[src/rtl/regfile_arb_pkg.sv]
// -----------------------------------------------------------------------------
// regfile_arb_pkg
//   Shared constants and helpers for the register-file writeback arbiter.
//   XLEN / REG_AW : default data and register-address widths
//   ZERO_REG      : architectural x0, whose writes are dropped
//   NUM_REQ_MAX   : largest supported requester count (sets pointer width)
//   rr_next()     : next round-robin pointer after an arbitration cycle
// -----------------------------------------------------------------------------
package regfile_arb_pkg;

  localparam int         XLEN        = 32;
  localparam int         REG_AW      = 5;
  localparam logic [4:0] ZERO_REG    = 5'd0;
  localparam int         NUM_REQ_MAX = 8;
  localparam int         PTR_W       = $clog2(NUM_REQ_MAX);

  // The pointer moves to the requester just after the winner, wrapping at
  // num_req; with no winner it stays where it is.
  function automatic logic [PTR_W-1:0] rr_next(
    input logic [PTR_W-1:0] ptr,
    input logic [PTR_W-1:0] grant,
    input logic             any_grant,
    input int               num_req
  );
    if (!any_grant) begin
      return ptr;
    end
    if (int'(grant) >= num_req - 1) begin
      return '0;
    end
    return grant + PTR_W'(1);
  endfunction

endpackage

[src/rtl/rr_arbiter.sv]
// -----------------------------------------------------------------------------
// rr_arbiter
//   Purely combinational round-robin picker.
//   req       in  NUM_REQ  request vector
//   ptr       in  PTR_W    highest-priority requester this cycle
//   grant     out NUM_REQ  one-hot grant (zero when nothing is requested)
//   grant_idx out PTR_W    index of the granted requester (0 when none)
//   any_grant out 1        some requester was granted
// -----------------------------------------------------------------------------
module rr_arbiter
  import regfile_arb_pkg::*;
#(
  parameter int NUM_REQ = 3
) (
  input  logic [NUM_REQ-1:0] req,
  input  logic [PTR_W-1:0]   ptr,
  output logic [NUM_REQ-1:0] grant,
  output logic [PTR_W-1:0]   grant_idx,
  output logic               any_grant
);

  // Walk the requesters starting at ptr, wrapping past the top, and stop at
  // the first one that is asking. Once any_grant is set, later hits are ignored
  // so the grant stays one-hot.
  always_comb begin
    int idx;
    grant     = '0;
    grant_idx = '0;
    any_grant = 1'b0;
    idx       = 0;
    for (int k = 0; k < NUM_REQ; k++) begin
      idx = int'(ptr) + k;
      if (idx >= NUM_REQ) begin
        idx = idx - NUM_REQ;
      end
      if (!any_grant && req[idx]) begin
        grant[idx] = 1'b1;
        grant_idx  = PTR_W'(idx);
        any_grant  = 1'b1;
      end
    end
  end

endmodule

[src/rtl/regfile_wb_arbiter.sv]
// -----------------------------------------------------------------------------
// regfile_wb_arbiter
//   Shares the single register-file write port among NUM_REQ writeback
//   requesters with round-robin arbitration and a valid/ready handshake.
//   The winning request is registered onto rf_we/rf_waddr/rf_wdata one cycle
//   after its grant. Writes to x0 are accepted but never raise rf_we.
//
//   Build option: REGFILE_WB_FWD_EN
//     defined   : fwd_dataN bypasses the in-flight write (rf_wdata) when it
//                 targets rd_addrN; rd_addrN == x0 always reads 0.
//     undefined : fwd_dataN = rf_rdataN.
//
//   Ports
//     clk, reset            clock, synchronous active-high reset
//     req_valid/rd/data     per-requester write request (packed by index)
//     req_ready             one-hot grant, zero while reset is high
//     rf_we/waddr/wdata     registered register-file write port
//     stall                 some valid requester was not granted this cycle
//     rd_addr1/2, rf_rdata1/2, fwd_data1/2  read ports and bypassed read data
// -----------------------------------------------------------------------------
module regfile_wb_arbiter #(
  parameter int NUM_REQ = 3,
  parameter int XLEN    = regfile_arb_pkg::XLEN,
  parameter int REG_AW  = regfile_arb_pkg::REG_AW
) (
  input  logic                     clk,
  input  logic                     reset,
  input  logic [NUM_REQ-1:0]       req_valid,
  input  logic [NUM_REQ*REG_AW-1:0] req_rd,
  input  logic [NUM_REQ*XLEN-1:0]  req_data,
  output logic [NUM_REQ-1:0]       req_ready,
  output logic                     rf_we,
  output logic [REG_AW-1:0]        rf_waddr,
  output logic [XLEN-1:0]          rf_wdata,
  output logic                     stall,
  input  logic [REG_AW-1:0]        rd_addr1,
  input  logic [REG_AW-1:0]        rd_addr2,
  input  logic [XLEN-1:0]          rf_rdata1,
  input  logic [XLEN-1:0]          rf_rdata2,
  output logic [XLEN-1:0]          fwd_data1,
  output logic [XLEN-1:0]          fwd_data2
);

  import regfile_arb_pkg::*;

  logic [PTR_W-1:0]   rr_ptr;
  logic [NUM_REQ-1:0] grant;
  logic [PTR_W-1:0]   grant_idx;
  logic               any_grant;
  logic [REG_AW-1:0]  sel_rd;
  logic [XLEN-1:0]    sel_data;

  rr_arbiter #(
    .NUM_REQ (NUM_REQ)
  ) u_rr_arbiter (
    .req       (req_valid),
    .ptr       (rr_ptr),
    .grant     (grant),
    .grant_idx (grant_idx),
    .any_grant (any_grant)
  );

  // A grant during reset is suppressed, so the requester keeps its request
  // up and re-presents it once reset drops.
  assign req_ready = reset ? '0 : grant;
  assign stall     = reset ? 1'b0 : |(req_valid & ~req_ready);

  assign sel_rd   = req_rd[int'(grant_idx)*REG_AW +: REG_AW];
  assign sel_data = req_data[int'(grant_idx)*XLEN +: XLEN];

  // Pointer and output write register. The address/data registers load on
  // every grant, including x0 grants, but hold when nothing is granted so the
  // last write stays visible on the port.
  always_ff @(posedge clk) begin
    if (reset) begin
      rr_ptr   <= '0;
      rf_we    <= 1'b0;
      rf_waddr <= '0;
      rf_wdata <= '0;
    end else if (any_grant) begin
      rr_ptr   <= rr_next(rr_ptr, grant_idx, any_grant, NUM_REQ);
      rf_we    <= (sel_rd != REG_AW'(ZERO_REG));
      rf_waddr <= sel_rd;
      rf_wdata <= sel_data;
    end else begin
      rf_we    <= 1'b0;
    end
  end

`ifdef REGFILE_WB_FWD_EN
  // The register file still returns the old value while a write is in flight,
  // so a matching read takes the pending write data instead. x0 reads zero.
  always_comb begin
    fwd_data1 = rf_rdata1;
    fwd_data2 = rf_rdata2;
    if (rd_addr1 == REG_AW'(ZERO_REG)) begin
      fwd_data1 = '0;
    end else if (rf_we && (rf_waddr == rd_addr1)) begin
      fwd_data1 = rf_wdata;
    end
    if (rd_addr2 == REG_AW'(ZERO_REG)) begin
      fwd_data2 = '0;
    end else if (rf_we && (rf_waddr == rd_addr2)) begin
      fwd_data2 = rf_wdata;
    end
  end
`else
  assign fwd_data1 = rf_rdata1;
  assign fwd_data2 = rf_rdata2;

  // Read addresses only matter to the bypass; keep the ports without using them.
  logic unused_rd_addr;
  assign unused_rd_addr = ^{rd_addr1, rd_addr2};
`endif

endmodule
[config.mk]
export PLATFORM = sky130hd
export DESIGN_NAME = regfile_wb_arbiter
export DESIGN_NICKNAME = d
export VERILOG_FILES = /design/src/rtl/regfile_arb_pkg.sv /design/src/rtl/rr_arbiter.sv /design/src/rtl/regfile_wb_arbiter.sv
export SDC_FILE = /design/constraint.sdc
export NUM_CORES = 1
export LEC_CHECK = 0
export BUFFER_PORTS_ARGS = -buffer_cell sky130_fd_sc_hd__buf_4
export CAP_MARGIN = 10
export CORE_AREA = 4 4 114 116
export DETAILED_ROUTE_END_ITERATION = 8
export DIE_AREA = 0 0 118 120
export PLACE_DENSITY_LB_ADDON = 0.1
export SLEW_MARGIN = 20
export SYNTH_ARGS = -nofsm -noshare
export SYNTH_HDL_FRONTEND = slang
export SYNTH_SLANG_ARGS = --single-unit
[constraint.sdc]
create_clock -name clk -period 9.03 [get_ports clk]
set_input_delay 1.806 -clock clk [delete_from_list [all_inputs] [get_ports clk]]
set_output_delay 1.806 -clock clk [all_outputs]
set_load 0.05 [all_outputs]
Yosys cells after proc, flatten, opt, wreduce, memory -nomap -nowiden. Index checks and enable logic that the tools add are counted. W data, S select, Z words.

Output and inout port bits: 106. Flip-flop bits (word level): 41.

Multipliers: 1. Shift-type cells: 2. Add/sub/neg operators: 6. Muxes and demuxes: 38. Reductions and logical operators: 10. Bitwise logic cells: 5. $lt $le $gt $ge: 10.

Operators by type and width (count): $ge A32 B1 Y1 const B (3); $lt A32 B4 Y1 const B (3); $mux W32 (3); $shiftx A96 B9 Y32 (1); $ge A32 B3 Y1 const B (2); $sub A32 B3 Y32 const B (2); $mux W3 (10); $mux W1 (19); $shiftx A15 B7 Y5 (1); $bmux W1 S2 (3); $demux W1 S2 (3); $ge A3 B2 Y1 const B (2); $mul A3 B3 Y6 const B (1); $or A3 B3 Y3 (2); $logic_and A1 B1 Y1 (5); $reduce_bool A5 Y1 (1); $add A3 B1 Y4 const B (1); $add A3 B2 Y4 const B (1); $sub A3 B2 Y4 const B (1); $add A3 B1 Y3 const B (1); $and A3 B3 Y3 (1); $not A3 Y3 (1); $reduce_or A3 Y1 (1); $logic_not A1 Y1 (2); other kinds (2) (2).

Longest topological paths before layout. Gate-level depths: netlist of run 1.

Depth after elaboration: 19. Gate-level depth with buffers: 15.

By module. A second synthesis of run 1 with hierarchy kept.

Cell total of the unflattened synthesis: 426. Area total of the unflattened synthesis: 3507.1 µm².

Modules (own cells, without submodules): regfile_wb_arbiter (area each 2745.1 µm², cells an instance 318, instances 1, sequential area each 820.8 µm²); rr_arbiter (area each 762.0 µm², cells an instance 108, instances 1, sequential area each 0.0 µm²).

Least setup slack after synthesis of run 1. Ideal clock, no wire load.

Path type: input to output. Start: input port req_valid[2]. End: output port req_ready[2]. Setup slack: 3.207 ns. Stages on the path: 7. Data required time: 7.224 ns. Path buffers: 1. Data arrival time: 4.017 ns. Cell sequence: o221ai_1 -> o41ai_1 -> o22a_2 -> buf_6 -> nand2b_1 -> or4_1 -> a31oi_1.

Cells in the longest elaborated chain, start to end: 11. Elaborated cells on any way between the ends: 21. Those cells by class: mux: 15; bitwise: 2; reduce/logical: 4.

RTL lines: start: declaration (line regfile_wb_arbiter.sv:28) `input logic [NUM_REQ-1:0] req_valid,`; $bmux W1 S2 (line rr_arbiter.sv:36) `if (!any_grant && req[idx]) begin`; $mux W1 (not written as such) (2 in a row) (line rr_arbiter.sv:36); $mux W1 (line rr_arbiter.sv:36); $logic_not A1 Y1 (line rr_arbiter.sv:36); $logic_and A1 B1 Y1 (line rr_arbiter.sv:36); $mux W1 (line rr_arbiter.sv:36); $logic_not A1 Y1 (line rr_arbiter.sv:36); $logic_and A1 B1 Y1 (line rr_arbiter.sv:36); $mux W3 * (line rr_arbiter.sv:36); $mux W3 * (line regfile_wb_arbiter.sv:65) `assign req_ready = reset ? '0 : grant;`; end: declaration (line regfile_wb_arbiter.sv:31) `output logic [NUM_REQ-1:0] req_ready,`.

Every way passes the cells marked *; elsewhere a longest branch is shown, timed or not. The select of a mux whose other input is x is not followed.

Worst setup path in the final report of run 1.
Start: register rr_ptr[1]. End: output port stall.

Cells in the longest elaborated chain, start to end: 17. Elaborated cells on any way between the ends: 51. Those cells by class: add/sub: 5; order compare: 9; mux: 25; bitwise: 4; reduce/logical: 8.

RTL lines: start: declaration (line regfile_wb_arbiter.sv:46) `logic [PTR_W-1:0] rr_ptr;`; start signal: assignment (line regfile_wb_arbiter.sv:81) `rr_ptr <= rr_next(rr_ptr, grant_idx, any_grant, NUM_REQ);`; parallel branches: the longest is 11 deep, another holds $sub A32 B3 Y32; $mux W3 * (line rr_arbiter.sv:36); $mux W3 * (line regfile_wb_arbiter.sv:65); $not A3 Y3 * (line regfile_wb_arbiter.sv:66) `assign stall = reset ? 1'b0 : |(req_valid & ~req_ready);`; $and A3 B3 Y3 * (line regfile_wb_arbiter.sv:66); $reduce_or A3 Y1 * (line regfile_wb_arbiter.sv:66); $mux W1 * (line regfile_wb_arbiter.sv:66); end: declaration (line regfile_wb_arbiter.sv:35) `output logic stall,`.

Every way passes the cells marked *. The select of a mux whose other input is x is not followed.

==> results of run 1 <==
-- power by group through the flow --
| stage | sequential [mW] | combinational (mW) | clock [mW] |
|---|---|---|---|
| final | 0.303 | 1.09 | 0.176 |
| after global routing | 0.314 | 1.20 | 0.189 |
| after CTS | 0.304 | 1.11 | 0.182 |
| after detailed placement | 0.306 | 1.11 | 0 |
| after global placement | 0.304 | 1.11 | 0 |
| after floorplan | 0.504 | 0.696 | 0 |
-- cells in the final DEF (no fill, tap or decap), types with 2 or more instances in the layout --
cell type                   netlist  final
sky130_fd_sc_hd__nand3b_1         2      2
sky130_fd_sc_hd__clkbuf_16        0      5
sky130_fd_sc_hd__a211oi_1        39     39
sky130_fd_sc_hd__nor4_1           3      3
sky130_fd_sc_hd__ha_1            11     11
sky130_fd_sc_hd__buf_4           68    160
sky130_fd_sc_hd__a22o_1           3      3
sky130_fd_sc_hd__mux2_2           2      2
sky130_fd_sc_hd__xor2_1           2      2
sky130_fd_sc_hd__nor2b_1          2      2
sky130_fd_sc_hd__nand2_1         46     46
sky130_fd_sc_hd__dfxtp_1         41     41
sky130_fd_sc_hd__xnor2_1          4      4
sky130_fd_sc_hd__nor3_1           2      2
sky130_fd_sc_hd__a21oi_1          4      4
sky130_fd_sc_hd__nor4b_1          2      2
sky130_fd_sc_hd__o31ai_1         37     37
sky130_fd_sc_hd__o21ai_0          4      4
sky130_fd_sc_hd__or4_1            3      3
sky130_fd_sc_hd__nor3b_1         38     38
sky130_fd_sc_hd__mux2i_1          6      6
sky130_fd_sc_hd__mux4_2           2      2
sky130_fd_sc_hd__a311o_2          0      2
sky130_fd_sc_hd__nand3_1          3      3
sky130_fd_sc_hd__inv_1            6      6
sky130_fd_sc_hd__nand2b_1         5      5
sky130_fd_sc_hd__nor2_1          48     47
sky130_fd_sc_hd__a31oi_1          2      2
-- metrics by stage --
stage	total power [mW]	util (%)	instance area (um2)	instances	setup slack, ns
6_report	1.57	36.5	4350	653	3.36
2_1_floorplan	1.20	-	3480	440	3.21
5_1_grt	1.70	36.5	4350	653	3.09
3_3_place_gp	1.41	35.3	4210	646	3.42
4_1_cts	1.60	36.5	4350	653	3.36
3_5_place_dp	1.42	35.3	4210	646	3.38
-- final timing paths --
kind | from | slack (ns) | endpoint | cells after the start
setup / recovery | rr_ptr[1]$_SDFFE_PP0N_ | 3.36 | stall | 10
hold / removal | rf_wdata[19]$_SDFFE_PP0N_ | 0.45 | rf_wdata[19]$_SDFFE_PP0N_ | 2
setup reg to reg | rr_ptr[1]$_SDFFE_PP0N_ | 4.17 | rr_ptr[0]$_SDFFE_PP0N_ | 11
hold reg to reg | rf_wdata[19]$_SDFFE_PP0N_ | 0.45 | rf_wdata[19]$_SDFFE_PP0N_ | 2
-- cell families after synthesis --
kind of cell / after synthesis / share of synthesized area (%)
DFF: 41 / 23.6
buffers and inverters: 108 / 20.4
muxes: 10 / 3.67
adders and majority gates: 11 / 3.96
and+or+nand+nor: 163 / 24.9
xor gates and xnor gates: 6 / 1.51
AOI/OAI and AO/OA: 101 / 22.0
-- layout make-up --
class	instances	area [um2]
clock buffer	6	129
clock inverter	1	8.76
fill	1303	7560
inverter	7	26.3
multi-input combinational	291	1980
sequential	41	821
tap	147	184
timing repair buffer	160	1200
-- worst register-to-register path: cells and delay by family (launching register included) --
family | cells | cell delay [ns]
flip-flops | 1 | 0.62
buffers and inverters | 2 | 0.84
adder cells (fa/ha/maj) | 2 | 0.96
AO/OA/AOI/OAI | 4 | 1.48
AND/OR/NAND/NOR | 2 | 0.57
multiplexers | 1 | 0.32
-- sequential cells by signal (all words and copies together), names as in the netlist --
signal and flops:
rf_we 1, rf_wdata 32, rf_waddr 5, rr_ptr 3
-- metal layers --
metal	GRT usage [%]	wire [um]
met4	4.25	146
met3	8.11	1290
met5	0	0
met2	27.5	5540
met1	18.8	4830
==> flow_results.xml, run 1 <==
<?xml version="1.0" encoding="UTF-8"?>
<metrics>
  <group name="outcome">
    <metric name="status" unit="">finished, final reports clean</metric>
  </group>
  <group name="setup_path">
    <metric name="arrival" unit="ns">3.87</metric>
    <metric name="critical-path-max-stage-delay" unit="ns">0.62</metric>
    <metric name="cp-end-kind" unit="">output port</metric>
    <metric name="critPathTopFamily" unit="">compound AO/OA/AOI/OAI gates</metric>
    <metric name="critical_path.slowest_cell" unit="">sky130_fd_sc_hd__dfxtp_1</metric>
    <metric name="timing_worst_setup_path_type" unit="">flip-flop to output port</metric>
    <metric name="crit_path_max_fanout" unit="">15</metric>
    <metric name="number_of_buffers_and_inverters_on_the_critical_path" unit="">2</metric>
    <metric name="worst-endpoint-required" unit="ns">7.22</metric>
    <metric name="setup.worst_path.start_class" unit="">flip-flop</metric>
    <metric name="worstPathCellList" unit="">inv_1 -&gt; ha_1 -&gt; o21ai_0 -&gt; mux2_2 -&gt; o22a_2 -&gt; or4b_4 -&gt; a31oi_4 -&gt; a2bb2oi_1 -&gt; a21oi_1 -&gt; buf_4</metric>
  </group>
  <group name="clocking">
    <metric name="post_cts_resized" unit="">0</metric>
    <metric name="cts_root_buf" unit="">sky130_fd_sc_hd__clkbuf_16</metric>
    <metric name="cts_setup_buffers" unit="">0</metric>
    <metric name="cts_hold_buffers" unit="">0</metric>
    <metric name="tritoncts.num_buffers" unit="">5</metric>
    <metric name="tritoncts_num_sinks" unit="">41</metric>
    <metric name="cts_max_path_buffers" unit="">2</metric>
    <metric name="clk_latency" unit="ns">0.28</metric>
    <metric name="cts_tree" unit="">built</metric>
    <metric name="htreeDepth" unit="">2</metric>
    <metric name="cts.clk_slew.worst_paths" unit="ns">0.06</metric>
  </group>
  <group name="yosys">
    <metric name="ys_warn_count" unit="">0</metric>
    <metric name="synth_largest_area_cell" unit="">sky130_fd_sc_hd__dfxtp_1</metric>
    <metric name="postSynth.asyncResetShare" unit="%">0</metric>
    <metric name="ys_ff_latch" unit="">41</metric>
    <metric name="synth.avg_cell_area" unit="um2">7.91</metric>
    <metric name="netlist_instances" unit="">440</metric>
    <metric name="synthDistinctLibCells" unit="">51</metric>
    <metric name="yosysMostFrequentCell" unit="">sky130_fd_sc_hd__buf_4</metric>
    <metric name="synth.top_cells.by_area" unit="">sky130_fd_sc_hd__dfxtp_1, sky130_fd_sc_hd__buf_4, sky130_fd_sc_hd__a211oi_1, sky130_fd_sc_hd__nor3b_1, sky130_fd_sc_hd__o31ai_1</metric>
    <metric name="synthTopCellsByCount" unit="">sky130_fd_sc_hd__buf_4, sky130_fd_sc_hd__nor2_1, sky130_fd_sc_hd__nand2_1</metric>
    <metric name="post_synth_instance_area" unit="um2">3480</metric>
    <metric name="synth.top_cell.area_share" unit="%">23.6</metric>
    <metric name="number_of_flops_mapped_to_enable_cells_by_yosys" unit="">0</metric>
    <metric name="synth_top_flop_cell" unit="">sky130_fd_sc_hd__dfxtp_1</metric>
    <metric name="synth.net_count" unit="">641</metric>
    <metric name="sequential_to_total_area_share_from_yosys_stat" unit="%">23.6</metric>
  </group>
  <group name="routing">
    <metric name="final_antenna_net_count" unit="">0</metric>
    <metric name="route.detailed.drc" unit="">0</metric>
    <metric name="vias" unit="">3355</metric>
    <metric name="post_drt_wl_per_cell" unit="um">18.1</metric>
    <metric name="drt_pass1_iterations" unit="">4</metric>
    <metric name="dr.first_iter.drc_count" unit="">172</metric>
    <metric name="postRouteWirelength" unit="um">11800</metric>
    <metric name="drt-vias-per-instance" unit="">5.14</metric>
  </group>
  <group name="die">
    <metric name="die_area" unit="um2">14200</metric>
    <metric name="dieHeight" unit="um">120</metric>
    <metric name="core_area" unit="um2">11900</metric>
    <metric name="initial_core_util" unit="%">29.2</metric>
    <metric name="fp-row-count" unit="">40</metric>
    <metric name="ios" unit="">296</metric>
    <metric name="floorplan.die.width" unit="um">118</metric>
  </group>
  <group name="placed_design">
    <metric name="detailed_place_hpwl" unit="um">8510</metric>
    <metric name="gp_routability_congestion" unit="">0.788</metric>
    <metric name="portBuffers" unit="">157</metric>
  </group>
  <group name="layout">
    <metric name="n_antenna_cell" unit="">0</metric>
    <metric name="flow.area_growth_from_synthesis" unit="%">25.0</metric>
    <metric name="layout-drive-gt1-share" unit="%">36.0</metric>
    <metric name="num-nets-final" unit="">707</metric>
  </group>
  <group name="min_path">
    <metric name="hp-class" unit="">flip-flop to flip-flop</metric>
  </group>
  <group name="global_routing">
    <metric name="global_route.usage.total" unit="%">16.4</metric>
    <metric name="grt_pass1_wl" unit="um">19000</metric>
    <metric name="number_of_antenna_violations_at_the_first_check_in_global_routing" unit="">0</metric>
    <metric name="grt_pass1_vias" unit="">3534</metric>
    <metric name="grt_max_degree" unit="">43</metric>
    <metric name="grt_overflow" unit="">0</metric>
  </group>
  <group name="power_and_ir_drop">
    <metric name="p_seq_share" unit="%">19.2</metric>
    <metric name="clkPwrFrac" unit="%">11.2</metric>
    <metric name="ir_worst_vdd" unit="mV">0.114</metric>
    <metric name="p_switching" unit="mW">0.846</metric>
    <metric name="pwr_cell_area" unit="nW/um2">362</metric>
    <metric name="intPower" unit="mW">0.726</metric>
    <metric name="power.leakage" unit="nW">1.83</metric>
    <metric name="power.switching_fraction" unit="%">53.8</metric>
    <metric name="comb_power_share" unit="%">69.5</metric>
  </group>
  <group name="job">
    <metric name="maxCapViolCount" unit="">0</metric>
  </group>
  <group name="timing">
    <metric name="number_of_failing_setup_endpoints_in_the_final_timing_report" unit="">0</metric>
    <metric name="timing.fmax" unit="MHz">176</metric>
    <metric name="final_max_slew_viol_count" unit="">0</metric>
    <metric name="period_share" unit="%">62.8</metric>
    <metric name="finalCriticalPeriod" unit="ns">5.67</metric>
    <metric name="setup-tns-final" unit="ns">0</metric>
    <metric name="final-hold-violation-count" unit="">0</metric>
    <metric name="clock_skew" unit="ns">0.00804</metric>
    <metric name="max_slew.worst_pin.slew" unit="ns">0.948</metric>
    <metric name="setup_repair_after_global_routing_missed_its_margin" unit="">false</metric>
    <metric name="slew_headroom" unit="%">36.6</metric>
    <metric name="timing.hold.ws" unit="ns">0.452</metric>
  </group>
</metrics>
(Power assumes the default switching activity.)
==> run 2: changes to the inputs <==
Settings changed: CORE_AREA 4 4 114 116 to 4 4 111 113, DIE_AREA 0 0 118 120 to 0 0 115 117.
Clock period 9.03 ns to 4.7 ns, I/O delays scaled along.
==> run 2 against run 1 <==
Routed wire length is 3.7% lower. Setup slack worse by 3.0 ns. Largest power group unchanged. Non-clock buffer count is 6 higher. Sequential power is 86% higher. Largest cell class unchanged. Sequential share of layout area is 0.39 points lower. Clock skew is 0.00072 ns lower. Clock power grew to 2.5 times the previous value.
==> flow_results.xml, run 2 (synthesized netlist as in run 1, its figures left out) <==
<?xml version="1.0" encoding="UTF-8"?>
<metrics>
  <group name="setup_path">
    <metric name="worst-endpoint-required" unit="ns">3.76</metric>
    <metric name="worstSetupStartpoint" unit="">rr_ptr[2]$_SDFFE_PP0N_</metric>
    <metric name="worstPathCellList" unit="">inv_1 -&gt; ha_1 -&gt; nand2b_1 -&gt; mux4_2 -&gt; or4b_4 -&gt; a31oi_4 -&gt; a2bb2oi_1 -&gt; a21oi_1 -&gt; buf_4</metric>
    <metric name="crit_path_max_fanout" unit="">12</metric>
    <metric name="timing_worst_setup_path_type" unit="">flip-flop to output port</metric>
    <metric name="arrival" unit="ns">3.41</metric>
    <metric name="timing.reg2reg.setup_slack" unit="ns">1.04</metric>
    <metric name="critical-path-max-stage-delay" unit="ns">0.64</metric>
    <metric name="r2r_start" unit="">rr_ptr[2]$_SDFFE_PP0N_</metric>
    <metric name="cp-end-kind" unit="">output port</metric>
    <metric name="setup.worst_path.start_class" unit="">flip-flop</metric>
    <metric name="critical_path.slowest_cell" unit="">sky130_fd_sc_hd__mux4_2</metric>
    <metric name="endpoint" unit="">stall</metric>
    <metric name="critical_path.reg2reg.endpoint" unit="">rf_we$_SDFF_PP0_</metric>
    <metric name="r2r_cells" unit="">9</metric>
  </group>
  <group name="placed_design">
    <metric name="dp_worst_setup_slack" unit="ns">0.642</metric>
    <metric name="gp_routability_congestion" unit="">0.798</metric>
    <metric name="detailed_place_hpwl" unit="um">8320</metric>
    <metric name="portBuffers" unit="">157</metric>
  </group>
  <group name="power_and_ir_drop">
    <metric name="fin_total_pwr" unit="mW">3.14</metric>
    <metric name="p_switching" unit="mW">1.61</metric>
    <metric name="clkPwrFrac" unit="%">14.2</metric>
    <metric name="intPower" unit="mW">1.53</metric>
    <metric name="pwr_cell_area" unit="nW/um2">708</metric>
    <metric name="power.leakage" unit="nW">1.89</metric>
    <metric name="power.switching_fraction" unit="%">51.3</metric>
    <metric name="p_seq_share" unit="%">17.9</metric>
    <metric name="comb_power_share" unit="%">67.8</metric>
    <metric name="ir_worst_vdd" unit="mV">0.359</metric>
  </group>
  <group name="clocking">
    <metric name="tritoncts_num_sinks" unit="">41</metric>
    <metric name="clk_latency" unit="ns">0.29</metric>
    <metric name="cts_root_buf" unit="">sky130_fd_sc_hd__clkbuf_16</metric>
    <metric name="cts_hold_buffers" unit="">0</metric>
    <metric name="tritoncts.num_buffers" unit="">5</metric>
    <metric name="cts_setup_buffers" unit="">0</metric>
    <metric name="cts_tree" unit="">built</metric>
    <metric name="cts.clk_slew.worst_paths" unit="ns">0.07</metric>
    <metric name="cts_max_path_buffers" unit="">2</metric>
    <metric name="post_cts_resized" unit="">0</metric>
    <metric name="htreeDepth" unit="">2</metric>
  </group>
  <group name="layout">
    <metric name="largest_registers" unit="">rf_wdata: 32 flops, rf_waddr: 5 flops, rr_ptr: 3 flops</metric>
    <metric name="commonest_non_fill_non_tap_cell_in_the_layout" unit="">sky130_fd_sc_hd__buf_4</metric>
    <metric name="filler_cell_count" unit="">1208</metric>
    <metric name="layout-drive-gt1-share" unit="%">37.0</metric>
    <metric name="n_antenna_cell" unit="">0</metric>
    <metric name="register_with_the_highest_flop_count" unit="">rf_wdata</metric>
    <metric name="flow.area_growth_from_synthesis" unit="%">27.7</metric>
    <metric name="largest_register_ffs" unit="">32</metric>
    <metric name="num-nets-final" unit="">713</metric>
    <metric name="commonest_cells_after_routing_fill_and_taps_aside" unit="">sky130_fd_sc_hd__buf_4, sky130_fd_sc_hd__nor2_1, sky130_fd_sc_hd__nand2_1</metric>
  </group>
  <group name="die">
    <metric name="fp-row-count" unit="">39</metric>
    <metric name="initial_core_util" unit="%">30.7</metric>
    <metric name="dieHeight" unit="um">117</metric>
    <metric name="ios" unit="">296</metric>
    <metric name="die_area" unit="um2">13500</metric>
    <metric name="floorplan.die.width" unit="um">115</metric>
    <metric name="core_area" unit="um2">11300</metric>
  </group>
  <group name="global_routing">
    <metric name="grt_max_degree" unit="">41</metric>
    <metric name="number_of_antenna_violations_at_the_first_check_in_global_routing" unit="">0</metric>
    <metric name="grt_pass1_vias" unit="">3372</metric>
    <metric name="global_route.usage.total" unit="%">16.2</metric>
    <metric name="grt_pass1_wl" unit="um">17400</metric>
    <metric name="grt_overflow" unit="">0</metric>
  </group>
  <group name="routing">
    <metric name="post_drt_wl_per_cell" unit="um">17.3</metric>
    <metric name="route.detailed.drc" unit="">0</metric>
    <metric name="postRouteWirelength" unit="um">11400</metric>
    <metric name="final_antenna_net_count" unit="">0</metric>
    <metric name="vias" unit="">3340</metric>
    <metric name="drt_pass1_iterations" unit="">4</metric>
    <metric name="drt-vias-per-instance" unit="">5.09</metric>
    <metric name="dr.first_iter.drc_count" unit="">116</metric>
  </group>
  <group name="timing">
    <metric name="final-hold-violation-count" unit="">0</metric>
    <metric name="setup-tns-final" unit="ns">0</metric>
    <metric name="slew_headroom" unit="%">42.3</metric>
    <metric name="timing.hold.ws" unit="ns">0.454</metric>
    <metric name="max_slew.worst_pin.slew" unit="ns">0.865</metric>
    <metric name="worst_slack" unit="ns">0.352</metric>
    <metric name="final_max_slew_viol_count" unit="">0</metric>
    <metric name="finalCriticalPeriod" unit="ns">4.35</metric>
    <metric name="clock_skew" unit="ns">0.00732</metric>
    <metric name="number_of_failing_setup_endpoints_in_the_final_timing_report" unit="">0</metric>
    <metric name="timing.fmax" unit="MHz">230</metric>
    <metric name="period_share" unit="%">92.5</metric>
    <metric name="setup_repair_after_global_routing_missed_its_margin" unit="">false</metric>
  </group>
  <group name="min_path">
    <metric name="worst_hold_path.num_cells" unit="">2</metric>
    <metric name="hp-class" unit="">flip-flop to flip-flop</metric>
  </group>
  <group name="outcome">
    <metric name="status" unit="">finished, final reports clean</metric>
  </group>
  <group name="job">
    <metric name="maxCapViolCount" unit="">0</metric>
  </group>
</metrics>
==> run 2: cell count changes in the layout (fill, tap and decap cells not counted), sizes merged <==
cell,previous run,this run
clkbuf,6,5
bufinv,0,2
buf,160,166
==> run 2: power by group through the flow <==
stage / Sequential [mW] / Clock, mW / Combinational (mW)
floorplan: 0.969 / 0 / 1.34
global placement: 0.567 / 0 / 2.15
detailed placement: 0.571 / 0 / 2.17
CTS: 0.566 / 0.463 / 2.17
global route: 0.583 / 0.476 / 2.33
finish: 0.564 / 0.448 / 2.13
==> run 2: through the flow <==
step           instance area, um2  utilization, %  instances
4_1_cts                      4440            39.2        656
5_1_grt                      4440            39.2        656
2_1_floorplan                3480               -        440
3_5_place_dp                 4250            37.5        648
3_3_place_gp                 4250            37.5        648
6_report                     4440            39.2        656
==> run 2: worst min-delay path by stage <==
stage	startpoint	endpoint	slack (ns)
after floorplan	rr_ptr[2]$_SDFFE_PP0N_	rr_ptr[2]$_SDFFE_PP0N_	0.62
after global placement	rf_wdata[12]$_SDFFE_PP0N_	rf_wdata[12]$_SDFFE_PP0N_	0.44
after detailed placement	rf_wdata[2]$_SDFFE_PP0N_	rf_wdata[2]$_SDFFE_PP0N_	0.44
after CTS	rf_wdata[2]$_SDFFE_PP0N_	rf_wdata[2]$_SDFFE_PP0N_	0.46
after global routing	rf_wdata[21]$_SDFFE_PP0N_	rf_wdata[21]$_SDFFE_PP0N_	0.48
final	rf_wdata[12]$_SDFFE_PP0N_	rf_wdata[12]$_SDFFE_PP0N_	0.45
==> run 2: metal layers <==
metal	vias up	GRT usage, %	wire length, um
met3	20	7.04	1150
met1	1535	19.1	4600
met2	131	27.2	5500
li1	1654	-	-
met5	-	0	0
met4	0	4.15	123
==> run 2: worst max-delay path: cells and delay by family, from the launching register on <==
| family | cells | cell delay (ns) |
|---|---|---|
| compound gates | 3 | 0.45 |
| flops | 1 | 0.60 |
| mux | 1 | 0.64 |
| simple gates | 2 | 0.82 |
| buf+inv | 2 | 0.37 |
| fa+ha+maj | 1 | 0.26 |
==> run 2: layout make-up <==
cell class	instances	area, um2	area share (%)
sequential	41	821	18.5
inverter	7	26.3	0.592
multi-input combinational	291	1980	44.5
timing repair buffer	166	1250	28.1
clock inverter	3	65.1	1.47
tap	143	179	4.03
clock buffer	5	125	2.82
